## src/rtl/spi_peripheral.sv

```systemverilog
// SPI peripheral endpoint, mode 3 (CPOL=1, CPHA=1), MSB first.
// SPI_CLK, SPI_EN and SPI_MOSI are oversampled on clk through two-flop
// synchronizers; a third SPI_CLK flop provides edge strobes.
// Transmit bytes come from a one-deep valid/ready holding buffer.
// Build option: define SPI_PERIPH_TRISTATE_EN to float SPI_MISO while idle.
//
// state    | meaning
// ---------+-----------------------------------------------------------
// IDLE     | select inactive, MISO at idle level, bit counter cleared
// SELECTED | select active, waiting for the first SPI_CLK fall of a frame
// SHIFT    | frame in progress, shifting on synced SPI_CLK edges
module spi_peripheral #(
    parameter int              DATA_W  = 8,
    parameter logic [DATA_W-1:0] IDLE_TX = 8'hFF
) (
    input  logic              clk,
    input  logic              rst,
    input  logic              SPI_CLK,
    input  logic              SPI_EN,
    input  logic              SPI_MOSI,
    output logic              SPI_MISO,
    input  logic [DATA_W-1:0] tx_data,
    input  logic              tx_valid,
    output logic              tx_ready,
    output logic [DATA_W-1:0] rx_data,
    output logic              rx_valid,
    output logic              tx_underrun
);

    localparam int CNT_W = $clog2(DATA_W) + 1;

    typedef enum logic [1:0] {IDLE, SELECTED, SHIFT} state_t;

    state_t             state, state_nx;
    logic               sclk_s1, sclk_s2, sclk_s3;
    logic               en_s1, en_s2;
    logic               mosi_s1, mosi_s2;
    logic [CNT_W-1:0]   shift_cnt, shift_cnt_nx;
    logic [DATA_W-1:0]  tx_shift, tx_shift_nx;
    logic [DATA_W-1:0]  rx_shift, rx_shift_nx;
    logic [DATA_W-1:0]  rx_data_nx;
    logic               rx_valid_nx, tx_underrun_nx;
    logic               miso_q, miso_nx;
    logic [DATA_W-1:0]  buf_data, buf_data_nx;
    logic               buf_full, buf_full_nx;
    logic               sclk_fall, sclk_rise;
    logic [CNT_W-1:0]   cnt_inc;
    logic [DATA_W-1:0]  rx_word;

    assign sclk_fall = sclk_s3 & ~sclk_s2;
    assign sclk_rise = ~sclk_s3 & sclk_s2;
    assign cnt_inc   = shift_cnt + 1'b1;
    assign rx_word   = {rx_shift[DATA_W-2:0], mosi_s2};
    assign tx_ready  = ~buf_full;

`ifdef SPI_PERIPH_TRISTATE_EN
    assign SPI_MISO = (state == IDLE) ? 1'bz : miso_q;
`else
    assign SPI_MISO = miso_q;
`endif

    // Synchronizers; SPI_CLK idles high so its chain resets to 1.
    always_ff @(posedge clk or posedge rst) begin
        if (rst) begin
            sclk_s1 <= 1'b1;
            sclk_s2 <= 1'b1;
            sclk_s3 <= 1'b1;
            en_s1   <= 1'b0;
            en_s2   <= 1'b0;
            mosi_s1 <= 1'b0;
            mosi_s2 <= 1'b0;
        end else begin
            sclk_s1 <= SPI_CLK;
            sclk_s2 <= sclk_s1;
            sclk_s3 <= sclk_s2;
            en_s1   <= SPI_EN;
            en_s2   <= en_s1;
            mosi_s1 <= SPI_MOSI;
            mosi_s2 <= mosi_s1;
        end
    end

    // State, shift datapath, receive port and holding buffer registers.
    always_ff @(posedge clk or posedge rst) begin
        if (rst) begin
            state       <= IDLE;
            shift_cnt   <= '0;
            tx_shift    <= '0;
            rx_shift    <= '0;
            rx_data     <= '0;
            rx_valid    <= 1'b0;
            tx_underrun <= 1'b0;
            miso_q      <= 1'b1;
            buf_data    <= '0;
            buf_full    <= 1'b0;
        end else begin
            state       <= state_nx;
            shift_cnt   <= shift_cnt_nx;
            tx_shift    <= tx_shift_nx;
            rx_shift    <= rx_shift_nx;
            rx_data     <= rx_data_nx;
            rx_valid    <= rx_valid_nx;
            tx_underrun <= tx_underrun_nx;
            miso_q      <= miso_nx;
            buf_data    <= buf_data_nx;
            buf_full    <= buf_full_nx;
        end
    end

    // Next-state and datapath updates driven by the synced edge strobes.
    always_comb begin
        state_nx       = state;
        shift_cnt_nx   = shift_cnt;
        tx_shift_nx    = tx_shift;
        rx_shift_nx    = rx_shift;
        rx_data_nx     = rx_data;
        rx_valid_nx    = 1'b0;
        tx_underrun_nx = 1'b0;
        miso_nx        = miso_q;
        buf_data_nx    = buf_data;
        buf_full_nx    = buf_full;

        if (!en_s2) begin
            // Deselect aborts any partial frame; a byte already loaded is dropped.
            state_nx     = IDLE;
            shift_cnt_nx = '0;
            miso_nx      = 1'b1;
        end else begin
            unique case (state)
                IDLE: begin
                    shift_cnt_nx = '0;
                    miso_nx      = 1'b1;
                    state_nx     = SELECTED;
                end
                SELECTED: begin
                    if (sclk_fall) begin
                        if (buf_full) begin
                            tx_shift_nx = buf_data;
                            miso_nx     = buf_data[DATA_W-1];
                            buf_full_nx = 1'b0;
                        end else begin
                            tx_shift_nx    = IDLE_TX;
                            miso_nx        = IDLE_TX[DATA_W-1];
                            tx_underrun_nx = 1'b1;
                        end
                        state_nx = SHIFT;
                    end
                end
                SHIFT: begin
                    if (sclk_rise) begin
                        rx_shift_nx  = rx_word;
                        shift_cnt_nx = cnt_inc;
                        if (cnt_inc == CNT_W'(DATA_W)) begin
                            rx_data_nx   = rx_word;
                            rx_valid_nx  = 1'b1;
                            shift_cnt_nx = '0;
                            state_nx     = SELECTED;
                        end
                    end else if (sclk_fall && shift_cnt != '0) begin
                        tx_shift_nx = tx_shift << 1;
                        miso_nx     = tx_shift[DATA_W-2];
                    end
                end
                default: state_nx = IDLE;
            endcase
        end

        // A write in the same cycle as a frame-start load lands for the next frame.
        if (tx_valid && !buf_full) begin
            buf_data_nx = tx_data;
            buf_full_nx = 1'b1;
        end
    end

endmodule
```

## config.mk

```make
export PLATFORM = sky130hd
export DESIGN_NAME = spi_peripheral
export DESIGN_NICKNAME = d
export VERILOG_FILES = /design/src/rtl/spi_peripheral.sv
export SDC_FILE = /design/constraint.sdc
export NUM_CORES = 1
export LEC_CHECK = 0
export CAP_MARGIN = 5
export CORE_ASPECT_RATIO = 2
export CORE_MARGIN = 10
export CORE_UTILIZATION = 55
export CTS_BUF_LIST = sky130_fd_sc_hd__clkbuf_8
export DETAILED_ROUTE_END_ITERATION = 8
export MAX_ROUTING_LAYER = met4
export PLACE_DENSITY = 0.78
export REMOVE_ABC_BUFFERS = 1
export SYNTH_ARGS = -nofsm -noshare
export SYNTH_HDL_FRONTEND = slang
export SYNTH_SLANG_ARGS = --single-unit
```

## constraint.sdc

```tcl
create_clock -name clk -period 2.86 [get_ports clk]
set_clock_uncertainty 0.15 [all_clocks]
set_input_delay 0.572 -clock clk [delete_from_list [all_inputs] [get_ports clk]]
set_output_delay 0.572 -clock clk [all_outputs]
set_load 0.01 [all_outputs]
```

==> impl_metrics.yaml <==
routing:
  drcViolationCount: 0
  drt.antenna.violating_nets: 0
  routed_wl_um: 3690
  via_per_inst: 5.33
  drtIter0Drc: 21
  wl_per_cell_um: 14.9
  via_count: 1316
  first_pass_iters: 4
cells_and_area:
  multi_input_area_um2: 852
  syn_to_final_growth_pct: 21.5
  fin_nets: 218
  drive_gt1_share_pct: 25.3
  post-route-util_pct: 69.5
  nFillCells: 302
  stdcell_area_mm2: 0.00253
  seq_area_mm2: 0.00118
  n_antenna_cell: 0
die:
  die_area_mm2: 0.00680
  num_rows: 31
  core-area_mm2: 0.00365
  die_h_um: 107
  die_x_um: 63.5
  io_pins: 26
  start_util_pct: 57.2
logic_synthesis:
  synth_edf_count: 0
  ys_types: 37
  yosysWarningCount: 0
  yosysMostFrequentCell: "dfrtp_1"
  netlist_area_mm2: 0.00208
  synth_cells: 166
  yosysTopAreaCell: "dfrtp_1"
  syn_avg_cell_area_um2: 12.6
  synth_top_flop_cell: "dfrtp_1"
  yosysTopAreaCellShare_pct: 51.6
  yosysSeqAreaShare_pct: 56.7
  synthArstFlopShare_pct: 100
  synth-seq-cells: 47
  synthTopCellsByArea: "dfrtp_1 (52%), mux2_2 (16%), dfstp_2 (5.0%), ha_1 (4.2%), o21ai_0 (2.4%)"
  yosys-top-cells-count: "dfrtp_1 (43), mux2_2 (30), nand2_1 (12)"
power_and_ir_drop:
  ir_drop_mv: 0.723
  power.leakage_nw: 1.13
  pwr_density_cell_mw_per_mm2: 732
global_routing:
  antenna_found_initial: 0
  grt_pass1_wl_um: 6220
  track_usage_pct: 11.6
  grt_max_degree: 48
  grt.overflow.total: 0
  grt_pass1_vias: 1357
clock_tree:
  post_cts_resized: 0
  cts.sinks: 47
  clk_pin_slew_ns: 0.09
  ctsHoldBuffers: 0
  cts_tree: "yes"
  clockBufferDepth: 2
  root_buffer: "clkbuf_8"
  clkLatencyLatePin_ns: 0.30
  htree_num_levels: 2
  cts_buffers: 5
  cts_setup_buffers: 0
critical_path:
  crit_arrival_ns: 2.31
  rrSetupSlack_ns: 0.59
  cp-start-kind: "register"
  required_ns: 2.90
  rr_endpoint: "tx_shift[3]"
  r2r_start: "state[0]"
  endpoint_kind: "register"
  critPathMaxFanout: 14
  ff2ff_path_depth: 6
  crit_type: "reg2reg"
hold_path:
  holdPathStages: 0
  min_to: "en_s2"
  hp-class: "reg2reg"
  hold_start: "en_s1"
timing:
  slew-limit-headroom_pct: 70.9
  final_hold_viol_count: 0
  maxSlewViolCount: 0
  finalCriticalPeriod_ns: 2.27
  setup_viol: 0
  setup_tns_ns: 0
  period_share_pct: 79.5
  tightest_slew_ns: 0.437
  rsz0062_at_grt: "no"
  fmax_mhz: 440
place:
  portBuffers: 25
  place.gp.congestion: 0.833
  placed_cell_area_mm2: 0.00242
  dpl.hpwl_um: 2780
outcome:
  status: "finished, final reports clean"
job:
  drv_cap: 0
-- through the flow --
stage | instances | setup slack (ns) | total power [mW] | hold slack (ns)
6_report | 247 | 0.585 | 1.85 | 0.198
5_1_grt | 247 | 0.443 | 1.98 | 0.204
4_1_cts | 247 | 0.593 | 1.88 | 0.199
3_5_place_dp | 239 | 0.642 | 1.38 | 0.188
3_3_place_gp | 239 | 0.721 | 1.35 | 0.184
2_1_floorplan | 161 | 0.624 | 1.22 | 0.181
-- metal layers --
metal  GRT usage [%]  vias up  part of all wire, %
met3            3.23       10                  3.8
met5               -        -                    0
met2            19.8       29                   54
met1            11.4      638                   39
li1                -      639                    -
met4            6.92        0                  3.4
-- layout by cell type, fill, tap and decap left out, types with 2 or more instances in the layout --
cell type / n
mux2_2: 30
inv_1: 6
nor3b_1: 2
ha_1: 7
clkinv_1: 2
mux2i_1: 3
clkdlybuf4s50_1: 25
nor2_1: 8
clkbuf_8: 5
nand3_1: 6
a22oi_1: 2
buf_4: 3
nand2_1: 12
a21boi_0: 2
nor2b_1: 3
dfrtp_1: 43
dfstp_2: 4
o21ai_0: 10
and3_1: 2
-- sequential cells by signal, indices dropped and copies added, names as in the netlist, 2 cells and up --
register and flops:
buf_data 8, rx_data 8, rx_shift 7, shift_cnt 4
state 2, tx_shift 7
-- how the worst max path moves through the flow --
stage                     startpoint           to  slack [ns]  depth (start not counted)
after floorplan             state[0]   rx_data[0]        0.62                          5
after global placement      state[0]  tx_shift[2]        0.72                          6
after detailed placement    state[0]  tx_shift[3]        0.64                          6
after CTS                   buf_full     tx_ready        0.59                          2
after global routing        state[0]  tx_shift[3]        0.44                          6
final                       state[0]  tx_shift[3]        0.59                          6
-- report_power, final --
part | leakage (nW) | internal (mW) | switching, mW | total, mW
combinational | 0.475 | 0.244 | 0.215 | 0.460
clock | 0.0587 | 0.265 | 0.223 | 0.488
sequential | 0.595 | 0.816 | 0.0900 | 0.906
total | 1.13 | 1.33 | 0.528 | 1.85
-- cell families after synthesis --
kind of cell,count (synthesis),share of synthesized area (%)
flip-flops,47,56.7
AND/OR/NAND/NOR,41,10.3
multiplexers,33,17.6
AO/OA/AOI/OAI,24,8.28
buffers and inverters,13,2.46
adder cells (fa/ha/maj),7,4.20
XOR/XNOR,1,0.420
-- final cells by class --
| type | instances | area share, % |
|---|---|---|
| clock buffer | 5 | 2.72 |
| clock inverter | 3 | 1.88 |
| inverter | 8 | 1.19 |
| multi-input combinational | 106 | 33.6 |
| sequential | 47 | 46.6 |
| tap | 49 | 2.42 |
| timing repair buffer | 29 | 11.6 |
-- critical path, cell delays in order (launching register included) --
cell     delay, ns
dfrtp_1       0.44
inv_1         0.16
ha_1          0.45
nor2_1        0.09
a21oi_1       0.13
and3_1        0.36
mux2_2        0.38
Note: power is estimated with default switching activity, not from simulation.
